[src/rtl/fact_pkg.sv]
// Shared types and helpers for the iterative factorial engine.
// Holds the FSM state encoding and the done-latency formula.
package fact_pkg;

    typedef enum logic [2:0] {
        IDLE  = 3'd0,
        LOAD  = 3'd1,
        CHECK = 3'd2,
        MULT  = 3'd3,
        DONE  = 3'd4
    } state_t;

    // Edges from the accepting edge to done_o rising (no early exit).
    function automatic int fact_latency(input int x);
        return (x > 1) ? 2 + 2 * (x - 1) : 2;
    endfunction

endpackage

[src/rtl/factorial_engine_if.sv]
// Request/completion bundle between a requester and factorial_engine.
// master drives requests and acks; slave is the engine.
interface factorial_engine_if #(
    parameter int W  = 32,
    parameter int XW = 6
);
    logic          start_i;
    logic [XW-1:0] x_i;
    logic          abort_i;
    logic          ack_i;
    logic          ready_o;
    logic          busy_o;
    logic          done_o;
    logic [W-1:0]  result_o;
    logic          overflow_o;

    modport master (
        output start_i, x_i, abort_i, ack_i,
        input  ready_o, busy_o, done_o,
        input  result_o, overflow_o
    );

    modport slave (
        input  start_i, x_i, abort_i, ack_i,
        output ready_o, busy_o, done_o,
        output result_o, overflow_o
    );
endinterface

[src/rtl/fact_mul_chk.sv]
// Combinational W x XW multiply, truncated to W bits.
// ovf flags any nonzero bit above the W-bit result.
module fact_mul_chk #(
    parameter int W  = 32,
    parameter int XW = 6
) (
    input  logic [W-1:0]  a,
    input  logic [XW-1:0] b,
    output logic [W-1:0]  p,
    output logic          ovf
);
    logic [W+XW-1:0] full;

    assign full = {{XW{1'b0}}, a} * {{W{1'b0}}, b};
    assign p    = full[W-1:0];
    assign ovf  = |full[W+XW-1:W];
endmodule

[src/rtl/factorial_engine.sv]
// Iterative x! engine: start/ready request, done/ack completion, abort.
// FACT_EARLY_EXIT_EN: on first overflow, saturate and finish at once.
module factorial_engine
    import fact_pkg::*;
#(
    parameter int W  = 32,
    parameter int XW = 6
) (
    input logic CLK,
    input logic RST_N,
    factorial_engine_if.slave bus
);
    state_t        state_q;
    state_t        state_d;
    logic [W-1:0]  acc_q;
    logic [W-1:0]  result_q;
    logic [W-1:0]  prod;
    logic [XW-1:0] i_q;
    logic [XW-1:0] x_q;
    logic [XW-1:0] i_nx;
    logic          ovf_q;
    logic          overflow_q;
    logic          prod_ovf;
    logic          abort_op;

    assign i_nx     = i_q + 1'b1;
    assign abort_op = bus.abort_i && (state_q != IDLE);

    fact_mul_chk #(.W(W), .XW(XW)) u_mul (
        .a   (acc_q),
        .b   (i_nx),
        .p   (prod),
        .ovf (prod_ovf)
    );

    // State register.
    always_ff @(posedge CLK or negedge RST_N) begin
        if (!RST_N) state_q <= IDLE;
        else        state_q <= state_d;
    end

    // Next state; abort of a live operation overrides everything.
    always_comb begin
        state_d = state_q;
        unique case (state_q)
            IDLE:  if (bus.start_i && !bus.abort_i) state_d = LOAD;
            LOAD:  state_d = CHECK;
            CHECK: state_d = (i_q < x_q) ? MULT : DONE;
`ifdef FACT_EARLY_EXIT_EN
            MULT:  state_d = prod_ovf ? DONE : CHECK;
`else
            MULT:  state_d = CHECK;
`endif
            DONE:  if (bus.ack_i) state_d = IDLE;
            default: state_d = IDLE;
        endcase
        if (abort_op) state_d = IDLE;
    end

    // Datapath: operand capture, accumulate, and result publish.
    always_ff @(posedge CLK or negedge RST_N) begin
        if (!RST_N) begin
            acc_q      <= W'(1);
            i_q        <= XW'(1);
            x_q        <= '0;
            ovf_q      <= 1'b0;
            result_q   <= '0;
            overflow_q <= 1'b0;
        end else if (!abort_op) begin
            unique case (state_q)
                IDLE: begin
                    if (bus.start_i && !bus.abort_i) x_q <= bus.x_i;
                end
                LOAD: begin
                    acc_q <= W'(1);
                    i_q   <= XW'(1);
                    ovf_q <= 1'b0;
                end
                CHECK: begin
                    if (!(i_q < x_q)) begin
                        result_q   <= acc_q;
                        overflow_q <= ovf_q;
                    end
                end
                MULT: begin
                    i_q   <= i_nx;
                    acc_q <= prod;
                    ovf_q <= ovf_q | prod_ovf;
`ifdef FACT_EARLY_EXIT_EN
                    if (prod_ovf) begin
                        result_q   <= '1;
                        overflow_q <= 1'b1;
                    end
`endif
                end
                default: ;
            endcase
        end
    end

    assign bus.ready_o    = (state_q == IDLE);
    assign bus.busy_o     = (state_q == LOAD) || (state_q == CHECK) ||
                            (state_q == MULT);
    assign bus.done_o     = (state_q == DONE);
    assign bus.result_o   = result_q;
    assign bus.overflow_o = overflow_q;
endmodule
[src/flat_wrapper.sv]
// flat-port wrapper written by rule: the top's interface ports become plain ports
module factorial_engine_flat import fact_pkg::*;
#(
    parameter int W  = 32,
    parameter int XW = 6
)
  (CLK, RST_N, bus_start_i, bus_x_i, bus_abort_i, bus_ack_i, bus_ready_o, bus_busy_o, bus_done_o, bus_result_o, bus_overflow_o);
  factorial_engine_if #(.W(W), .XW(XW)) bus_i ();
  input logic CLK;
  input logic RST_N;
  input wire logic [$bits(bus_i.start_i)-1:0] bus_start_i;
  input wire logic [$bits(bus_i.x_i)-1:0] bus_x_i;
  input wire logic [$bits(bus_i.abort_i)-1:0] bus_abort_i;
  input wire logic [$bits(bus_i.ack_i)-1:0] bus_ack_i;
  output wire logic [$bits(bus_i.ready_o)-1:0] bus_ready_o;
  output wire logic [$bits(bus_i.busy_o)-1:0] bus_busy_o;
  output wire logic [$bits(bus_i.done_o)-1:0] bus_done_o;
  output wire logic [$bits(bus_i.result_o)-1:0] bus_result_o;
  output wire logic [$bits(bus_i.overflow_o)-1:0] bus_overflow_o;
  assign bus_i.start_i = bus_start_i;
  assign bus_i.x_i = bus_x_i;
  assign bus_i.abort_i = bus_abort_i;
  assign bus_i.ack_i = bus_ack_i;
  assign bus_ready_o = bus_i.ready_o;
  assign bus_busy_o = bus_i.busy_o;
  assign bus_done_o = bus_i.done_o;
  assign bus_result_o = bus_i.result_o;
  assign bus_overflow_o = bus_i.overflow_o;
  factorial_engine #(.W(W), .XW(XW)) u_core (.CLK(CLK), .RST_N(RST_N), .bus(bus_i));
endmodule
[config.mk]
export PLATFORM = sky130hd
export DESIGN_NAME = factorial_engine_flat
export DESIGN_NICKNAME = d
export VERILOG_FILES = /design/src/rtl/fact_pkg.sv /design/src/rtl/factorial_engine_if.sv /design/src/rtl/fact_mul_chk.sv /design/src/rtl/factorial_engine.sv /design/src/flat_wrapper.sv
export SDC_FILE = /design/constraint.sdc
export NUM_CORES = 1
export LEC_CHECK = 0
export CORE_MARGIN = 2
export CORE_UTILIZATION = 26
export CTS_CLUSTER_DIAMETER = 100
export DETAILED_ROUTE_END_ITERATION = 7
export HOLD_SLACK_MARGIN = 0.05
export SYNTH_ARGS = -nofsm -noshare
export SYNTH_HDL_FRONTEND = slang
export SYNTH_HIERARCHICAL = 1
export SYNTH_SLANG_ARGS = --single-unit
[constraint.sdc]
create_clock -name CLK -period 7.9 [get_ports CLK]
set_input_delay 1.58 -clock CLK [delete_from_list [all_inputs] [get_ports CLK]]
set_output_delay 1.58 -clock CLK [all_outputs]
set_load 0.02 [all_outputs]
## Word level (Yosys, flattened, before mapping)

Cells that the tools add are included.

| word-level totals | value |
|---|---|
| output and inout port bits | 36 |
| logic and storage cells | 41 |
| register bits | 81 |
| bits of input ports | 11 |

| operators by class | value |
|---|---|
| equal/unequal tests | 6 |
| multiplexer cells | 8 |
| add/sub/neg operators | 1 |
| $mul | 1 |
| reduce and logical (&&, ||, !) cells | 14 |
| magnitude comparators | 1 |
| bitwise operators | 3 |

Operator list:

| cell | number |
|---|---|
| 32-bit one-hot mux with 2 select lines | 1 |
| 32-bit by 6-bit multiplier with 38-bit output | 1 |
| 3-bit two-way mux | 4 |
| 3-bit one-hot mux with 4 select lines | 1 |
| 6-bit one-hot mux with 2 select lines | 1 |
| 6-bit by 1-bit adder with 6-bit output (second input constant) | 1 |
| 3-bit by 2-bit equality test with 1-bit output (second input constant) | 2 |
| 6-bit less-than comparator | 1 |
| 3-bit AND reduction | 2 |
| 6-bit OR reduction | 1 |
| 2-bit AND reduction | 2 |
| 3-bit by 1-bit equality test with 1-bit output (second input constant) | 1 |
| 3-bit equality test (second input constant) | 1 |
| 3-bit logical NOT | 1 |
| 3-bit by 1-bit != test with 1-bit output (second input constant) | 1 |
| 3-bit by 2-bit != test with 1-bit output (second input constant) | 1 |
| 3-bit nonzero test | 1 |
| 1-bit logical AND | 2 |
| 1-bit logical OR | 2 |
| 1-bit NOT | 2 |
| 1-bit one-hot mux with 2 select lines | 1 |
| 2-bit nonzero test | 1 |
| 2-bit OR reduction | 1 |
| 1-bit logical NOT | 1 |
| 1-bit OR | 1 |

## Logic depth before layout (Yosys ltp)

| logic depth | value |
|---|---|
| depth after elaboration | 5 |
| gate-level depth with buffers | 23 |
| gate-level depth less buffers | 22 |

## By module

Netlist, hierarchy kept.

Modules (own cells, without submodules):

| module | area each (um^2) | times used | seq. area each (um^2) | cells an instance |
|---|---|---|---|---|
| fact_mul_chk | 6195.9 | 1 | 0.0 | 756 |
| factorial_engine | 3457.1 | 1 | 2029.4 | 297 |

## Worst setup path before layout

Ideal clock, no wire load.

| timing path | value |
|---|---|
| path type | register -> register |
| start | register u_core.i_q[0] |
| end | register u_core.ovf_q |
| buffers on the path | 1 |
| slack | 2.359 ns |
| setup time | 0.119 ns |
| data arrival time | 5.422 ns |
| required time | 7.781 ns |
| cell stages (with the launch flop) | 22 |
| period minus slack after synthesis | 5.541 ns |
| cells stage by stage | dfstp_2 ha_1 nand3_1 xnor2_1 clkbuf_1 and2_1 fa_1 fa_1 inv_1 fa_1 inv_1 ha_1 a21o_1 a221o_1 a32oi_4 a211oi_1 o41a_1 mux2_4 o211ai_2 nand4b_1 a21oi_1 nor2_1 |

| on the way | value |
|---|---|
| longest elaborated chain between the ends | 5 |

Ends and longest elaborated chain:

| element | line | RTL |
|---|---|---|
| start: declaration | factorial_engine.sv:18 | `logic [XW-1:0] i_q;` |
| start signal: assignment | factorial_engine.sv:86 | `i_q <= i_nx;` |
| 6-bit by 1-bit adder with 6-bit output | factorial_engine.sv:26 | `assign i_nx = i_q + 1'b1;` |
| via u_core.i_nx[4] | factorial_engine.sv:20 | `logic [XW-1:0] i_nx;` |
| 32-bit by 6-bit multiplier with 38-bit output | fact_mul_chk.sv:14 | `assign full = {{XW{1'b0}}, a} * {{W{1'b0}}, b};` |
| 6-bit OR reduction | fact_mul_chk.sv:16 | `assign ovf = \|full[W+XW-1:W];` |
| via u_core.prod_ovf | factorial_engine.sv:23 | `logic prod_ovf;` |
| 1-bit OR | factorial_engine.sv:88 | `ovf_q <= ovf_q \| prod_ovf;` |
| 1-bit one-hot mux with 2 select lines | factorial_engine.sv:70 | `unique case (state_q)` |
| end signal: assignment | factorial_engine.sv:88 |  |
| end: declaration | factorial_engine.sv:21 | `logic ovf_q;` |

The timed path passes the listed nets, and every way through them passes these cells.
A chain may end at the register's enable or synchronous reset.

## Worst setup path after layout

Same ends and word-level chain as after synthesis.

==> impl_metrics.ini <==
[route]
routedWlPerCell_microns = 15.5
ant_nets = 0
viasPerCell = 4.66
dr.pass1.iters = 5
postRouteWirelength_microns = 24000
dr.first_iter.drc_count = 330
vias = 7216
drc_errors = 0

[clock_network]
post_cts_buffers = 0
ctsResizeCount = 0
cts_num_sinks = 81
insertion_delay_ps = 360
ctsLongestPathBuffers = 2
root_buffer = clkbuf_16
numCtsBuffers = 9
cts_hold_buf = 0
cts_tree = done
cts.htree.levels = 3
clk_pin_slew_ps = 70

[worst_hold_path]
hold_depth = 1
worstHoldPathType = reg2reg
whs_endpoint = u_core/bus.result_o[21]$_DFFE_PN0P_
min-delay-start = u_core/bus.result_o[21]$_DFFE_PN0P_

[timing]
period_minus_slack_ps = 6400
hold_viol_final = 0
timing.setup.tns_ps = 0
layout_setup_ws_ps = 1500
setup_violations = 0
slew_violations = 0
rsz0062_at_grt = false
clock.fmax_mhz = 156
slew_headroom_pct = 21.9
period_share_pct = 81.0
max_slew.worst_pin.slew_ps = 1170
skew_ps = 9.79

[critical_path]
timing.rr.start = u_core/i_q[0]$_DFFE_PN1P_
rrSetupSlack_ps = 1500
worstRegToRegCells = 21
critical_path_class = reg2reg
cp.required_ps = 8160
crit_chain = ha_1 -> nand3_1 -> xnor2_2 -> and2_1 -> fa_1 -> fa_1 -> inv_1 -> fa_1 -> inv_1 -> ha_1 -> a21oi_1 -> o21ai_1 -> a32oi_4 -> a211oi_1 -> o21ai_0 -> a31oi_1 -> mux2i_1 -> nor4_1 -> nand4b_1 -> a21oi_1 -> nor2_1
cp-end-kind = flop
start_kind = flop
cp.arrival_ps = 6650
cpMostUsedCell = fa_1
r2r-end = u_core/ovf_q$_DFFE_PN0P_
cp_slowest_cell = xnor2_2
critPathMaxFanout = 18
slowest_delay_ps = 750

[floorplanning]
fp.dieW_microns = 197
core_sq_um = 36600
start_util_pct = 26.4
fp.dieH_microns = 197
core.rowCount = 70
io_pins = 47
dieArea_sq_um = 38700

[logic_synthesis]
synth-seq-area-share_pct = 21.0
synth_xor_xnor_area_share_pct = 2.81
synthSimpleGateAreaFrac_pct = 23.1
netlist_area_sq_um = 9650
yosysWarningCount = 6
synth_top_area_share_pct = 25.1
synth_top_family_by_area = adder cells
synthMuxAreaShare_pct = 6.25
synthArstFlopShare_pct = 100
synth_nets = 1237
synthCells = 1053
avgSynthCellArea_sq_um = 9.17
synth_flop_cell = dfrtp_1
yosys-top-cells-count = 180 x and2_1, 155 x inv_1, 121 x fa_1
synth-compound-area-share_pct = 7.04
synth.area.top_cells = fa_1 25%, dfrtp_1 20%, and2_1 12%
synth_seq_cells = 81
synth_adder_area_share_pct = 31.8
synth.most_common_cell = and2_1
synth_cell_types = 49
synth_edf_count = 0
synth_area_leader_cell = fa_1

[finish]
syn_to_final_growth_pct = 12.8
diodes = 0
nets = 1260
drive_gt1_share_pct = 7.12

[power_and_ir_drop]
ir_worst_vdd_uv = 83.7
pwr_density_cell_nw_per_um2 = 96.5
p_leak_nw = 5.65

[placement]
gp_congestion = 0.893
port_buffers = 46
dpl.hpwl_microns = 17800
pre_cts_slack_ps = 1560

[global_route]
grt.overflow.total = 0
antenna_found_initial = 0
grt_pass1_vias = 7764
grt_max_degree = 70
grt_first_pass_wirelength_microns = 40300
grt_usage_pct = 13.1

[flow_run]
maxCapViolCount = 0

[run_status]
outcome = finished, final reports clean
sequential cells by signal, indices dropped and copies added (netlist names):
signal and count:
u_core/acc_q 32, u_core/bus.result_o 32, u_core/i_q 6, u_core/x_q 6, u_core/state_q 3, u_core/bus.overflow_o 1
u_core/ovf_q 1
through the flow:
step           hold WS, ps  cell area (sq um)  power (mW)  instances  utilization [%]
3_3_place_gp           489              10600       0.640       1533             29.0
3_5_place_dp           493              10600       0.645       1533             29.0
4_1_cts                508              10900        1.07       1549             29.7
6_report               504              10900        1.05       1549             29.7
2_1_floorplan          477               9650       0.559       1053                -
5_1_grt                525              10900        1.10       1549             29.7
cells by family after synthesis:
kind of cell    Yosys count
flops                    81
mux                      44
simple gates            418
xor+xnor                 31
compound gates          108
buf+inv                 198
fa+ha+maj               173
critical path, delay by kind of cell, from the launching register on:
kind            cells  cell delay, ps
simple gates        5             860
xor+xnor            1             750
flops               1             560
compound gates      7            1700
buf+inv             2             110
mux                 1             100
fa+ha+maj           5            2200
placed cells by master, fill, tap and decap left out, drive strengths merged, types with 2 or more instances in the layout:
cell / netlist / routed
xor2: 12 / 12
o21ai: 21 / 21
fa: 121 / 121
ha: 52 / 52
clkbuf: 33 / 10
nor2b: 8 / 8
a31oi: 8 / 8
nor4: 2 / 2
nand2: 114 / 114
nand4: 7 / 7
dfrtp: 79 / 79
and3: 7 / 7
a41o: 2 / 2
mux2: 40 / 40
mux2i: 4 / 4
a21oi: 44 / 44
nand2b: 6 / 6
xnor2: 19 / 19
a211oi: 4 / 4
or3: 2 / 2
and2: 180 / 180
clkinv: 0 / 3
nand3: 50 / 50
nor2: 23 / 23
o211ai: 3 / 3
o21bai: 6 / 6
nand3b: 3 / 3
buf: 10 / 10
a21o: 12 / 12
clkdlybuf4s50: 0 / 45
nor3: 12 / 12
dfstp: 2 / 2
inv: 155 / 157
report_power, final:
group / total (mW) / leakage, nW / switching, mW / internal [mW]
clock: 0.415 / 0.134 / 0.198 / 0.217
sequential: 0.454 / 1.11 / 0.0195 / 0.435
combinational: 0.181 / 4.41 / 0.123 / 0.0580
worst max-delay path by stage:
stage,startpoint,end,cells past startpoint
3_3_place_gp,u_core/i_q[0]$_DFFE_PN1P_,u_core/ovf_q$_DFFE_PN0P_,21
3_5_place_dp,u_core/i_q[0]$_DFFE_PN1P_,u_core/ovf_q$_DFFE_PN0P_,21
4_1_cts,u_core/i_q[0]$_DFFE_PN1P_,u_core/ovf_q$_DFFE_PN0P_,21
2_1_floorplan,u_core/i_q[0]$_DFFE_PN1P_,u_core/ovf_q$_DFFE_PN0P_,21
5_1_grt,u_core/i_q[0]$_DFFE_PN1P_,u_core/ovf_q$_DFFE_PN0P_,21
6_report,u_core/i_q[0]$_DFFE_PN1P_,u_core/ovf_q$_DFFE_PN0P_,21
metal layers:
layer | up-vias | part of all wire, % | routed length [microns] | global-route usage (%)
li1 | 3371 | - | - | -
met1 | 3692 | 44 | 10500 | 16.3
met2 | 130 | 52 | 12400 | 23.4
met3 | 23 | 3.3 | 784 | 1.59
met4 | 0 | 1.6 | 374 | 4.40
met5 | - | 0 | 0 | 0
area by class of cell:
class / count / area [sq um]
fill: 3844 / 25700
timing repair buffer: 55 / 526
clock buffer: 10 / 229
inverter: 155 / 582
multi-input combinational: 774 / 6890
tap: 468 / 586
clock inverter: 6 / 51.3
sequential: 81 / 2030
No activity file was read; power rests on OpenSTA's default activity.
==> RTL edit: new RTL, same flow settings <==
Reset style: synchronous (`RST_N`), changed in 2 clocked blocks.
--- a/src/rtl/factorial_engine.sv
+++ b/src/rtl/factorial_engine.sv
@@ -35,5 +35,5 @@
 
     // State register.
-    always_ff @(posedge CLK or negedge RST_N) begin
+    always_ff @(posedge CLK) begin
         if (!RST_N) state_q <= IDLE;
         else        state_q <= state_d;
@@ -59,5 +59,5 @@
 
     // Datapath: operand capture, accumulate, and result publish.
-    always_ff @(posedge CLK or negedge RST_N) begin
+    always_ff @(posedge CLK) begin
         if (!RST_N) begin
             acc_q      <= W'(1);
Behaviour: differs if RST_N is asserted again (counterexample within 4 cycles, from zero or initial values and one cycle with RST_N low); with RST_N held inactive, the same outputs for 10 cycles.
==> RTL edit against the unedited design <==
Clock skew fell by 0.0011 ns; sequential cell count unchanged; critical path type unchanged; first-iteration DRC count is 34% higher; core utilization increased by 0.11 points; final cell count is 5.5% higher; area after synthesis increased by 0.82%; via count up 6.3%; cell area rose by 0.61%; wire length is 0.76% lower; setup slack gained 0.20 ns.
Power is not compared: it rests on default switching activity, and its combinational part moved more than twofold at a synthesized area within 25%.
==> RTL edit: results (changes against the unedited design) <==
stage,metric,value,unit,change
outcome,status,completed,,
placed_design,Cells after DPL,1618,,+5.5%
clock_network,clock latency on the worst-skew pair,0.35,ns,
critical_path,Critical Path Max Stage Delay,0.62,ns,-0.13 ns
clock_network,"Setup Fix Bufs, Post-CTS",0,,unchanged
logic_synthesis,Mapped Avg Cell Area,8.46,µm²,-7.8%
logic_synthesis,"Top FF cell, synth",dfxtp_1,,
clock_network,clock-pin transition on the worst setup and hold timing paths,0.07,ns,about the same
logic_synthesis,Area contributors post-synth,"fa_1, dfxtp_1, and2_1, ha_1, inv_1",,
placed_design,Post-Place Worst Slack,1.74,ns,+0.181 ns
global_route,vias in the first global route,7753,,-0.14%
critical_path,CP Data Arrival Time,6.45,ns,-0.20 ns
drt,First DRT Iteration DRCs,443,,+34%
logic_synthesis,sequential share of the synthesized area,0.167,,-0.0436
logic_synthesis,synth unique cells,61,,+24%
cells_and_area,share of layout cells above drive strength 1,0.0352,,-0.0361
global_route,GRT Total Usage,0.127,,-0.00349
critical_path,R2R depth,20,,-4.8%
logic_synthesis,Post-synth ARST share,0,,-1.00
sta,Layout Skew,0.00871,ns,-0.00107 ns
global_route,initial antenna violation count,0,,unchanged
drt,Routed WL,23800,µm,-0.76%
critical_path,Max Fanout on Critical Path,19,,+1
cells_and_area,Nets,1345,,+6.7%
placed_design,count of input and output buffers,46,,unchanged
placed_design,HPWL Detailed,17300,µm,-2.5%
worst_hold_path,Min-Delay Path Depth,2,,+1
clock_network,Root Driver,clkbuf_16,,
critical_path,CP max-delay cell,xor2_2,,
drt,First-pass DRT Iterations,6,,+1
worst_hold_path,Hold Path Class,register to register,,
clock_network,Max Buffers Root-to-Sink,2,,unchanged
global_route,pin count of the biggest net entering global routing,114,,+63%
pwr,leakage,4.90,nW,
sta,Worst Tran Pin Value,1.07,ns,-0.0987 ns
pwr,VDD IR max,0.0000978,V,
global_route,first-pass GRT wire length,40300,µm,about the same
drt,routed via count,7669,,+6.3%
placed_design,GPL Wtd Cong,0.877,,-1.7%
logic_synthesis,"top cells by count, synth","and2_1, inv_1, nand2_1",,
clock_network,# resized after CTS,0,,unchanged
drt,vias per cell,4.69,,+0.75%
-- RTL edit: changes by cell type after synthesis, moves of 5 or more --
| cell | delta |
|---|---|
| a31oi_1 | -5 |
| clkbuf_1 | +11 |
| nand2_1 | +38 |
| dfrtp_1 | -79 |
| a21boi_0 | +34 |
| mux2_4 | -30 |
| mux2_2 | -9 |
| dfxtp_1 | +81 |
| mux2i_1 | +38 |
-- RTL edit: cells by family (layout without fill, tap and decap cells) --
group | after synthesis | after routing | synth area share
buffers and inverters | 207 | 222 | 0.0872
xor gates and xnor gates | 32 | 32 | 0.0288
and+or+nand+nor | 456 | 456 | 0.243
AOI/OAI and AO/OA | 159 | 159 | 0.115
adders and majority gates | 173 | 173 | 0.316
muxes | 43 | 43 | 0.0444
DFF | 81 | 81 | 0.167
-- RTL edit: final cells by class --
type	count	area (µm²)
Fill cell	3828	25700
Multi-Input combinational cell	863	7310
Sequential cell	81	1620
Tap cell	468	586
Inverter	152	571
Timing Repair Buffer	54	518
Clock buffer	10	229
Clock inverter	6	115
-- RTL edit: final timing paths --
kind	start	end	slack [ns]
worst max-delay path	u_core/i_q[2]	u_core/ovf_q	1.70
worst min-delay path	u_core/bus.result_o[2]	u_core/bus.result_o[2]	0.46
worst max register to register	u_core/i_q[2]	u_core/ovf_q	1.70
worst min register to register	u_core/bus.result_o[2]	u_core/bus.result_o[2]	0.46
-- RTL edit: routing by layer --
metal | global-route usage | wire length (µm) | part of all wire | vias to the layer above
li1 | - | - | - | 3691
met1 | 0.169 | 11200 | 0.47 | 3818
met2 | 0.222 | 11700 | 0.49 | 134
met3 | 0.0133 | 710 | 0.030 | 26
met4 | 0.0301 | 293 | 0.012 | 0
met5 | 0 | 0 | 0 | -
-- RTL edit: power by group through the flow --
stage	sequential (mW)	combinational (mW)	clock, mW
finish	0.414	0.0598	0.501
CTS	0.413	0.0603	0.513
detailed placement	0.423	0.0601	0
global placement	0.423	0.0598	0
global route	0.414	0.0657	0.529
floorplan	0.422	0.0422	0
-- RTL edit: critical path, delay by kind of cell, from the launching register on --
family          cells  cell delay [ns]
buf+inv             2             0.41
flops               1             0.51
simple gates       10             2.07
fa+ha+maj           4             2.13
compound gates      3             0.35
xor+xnor            1             0.62
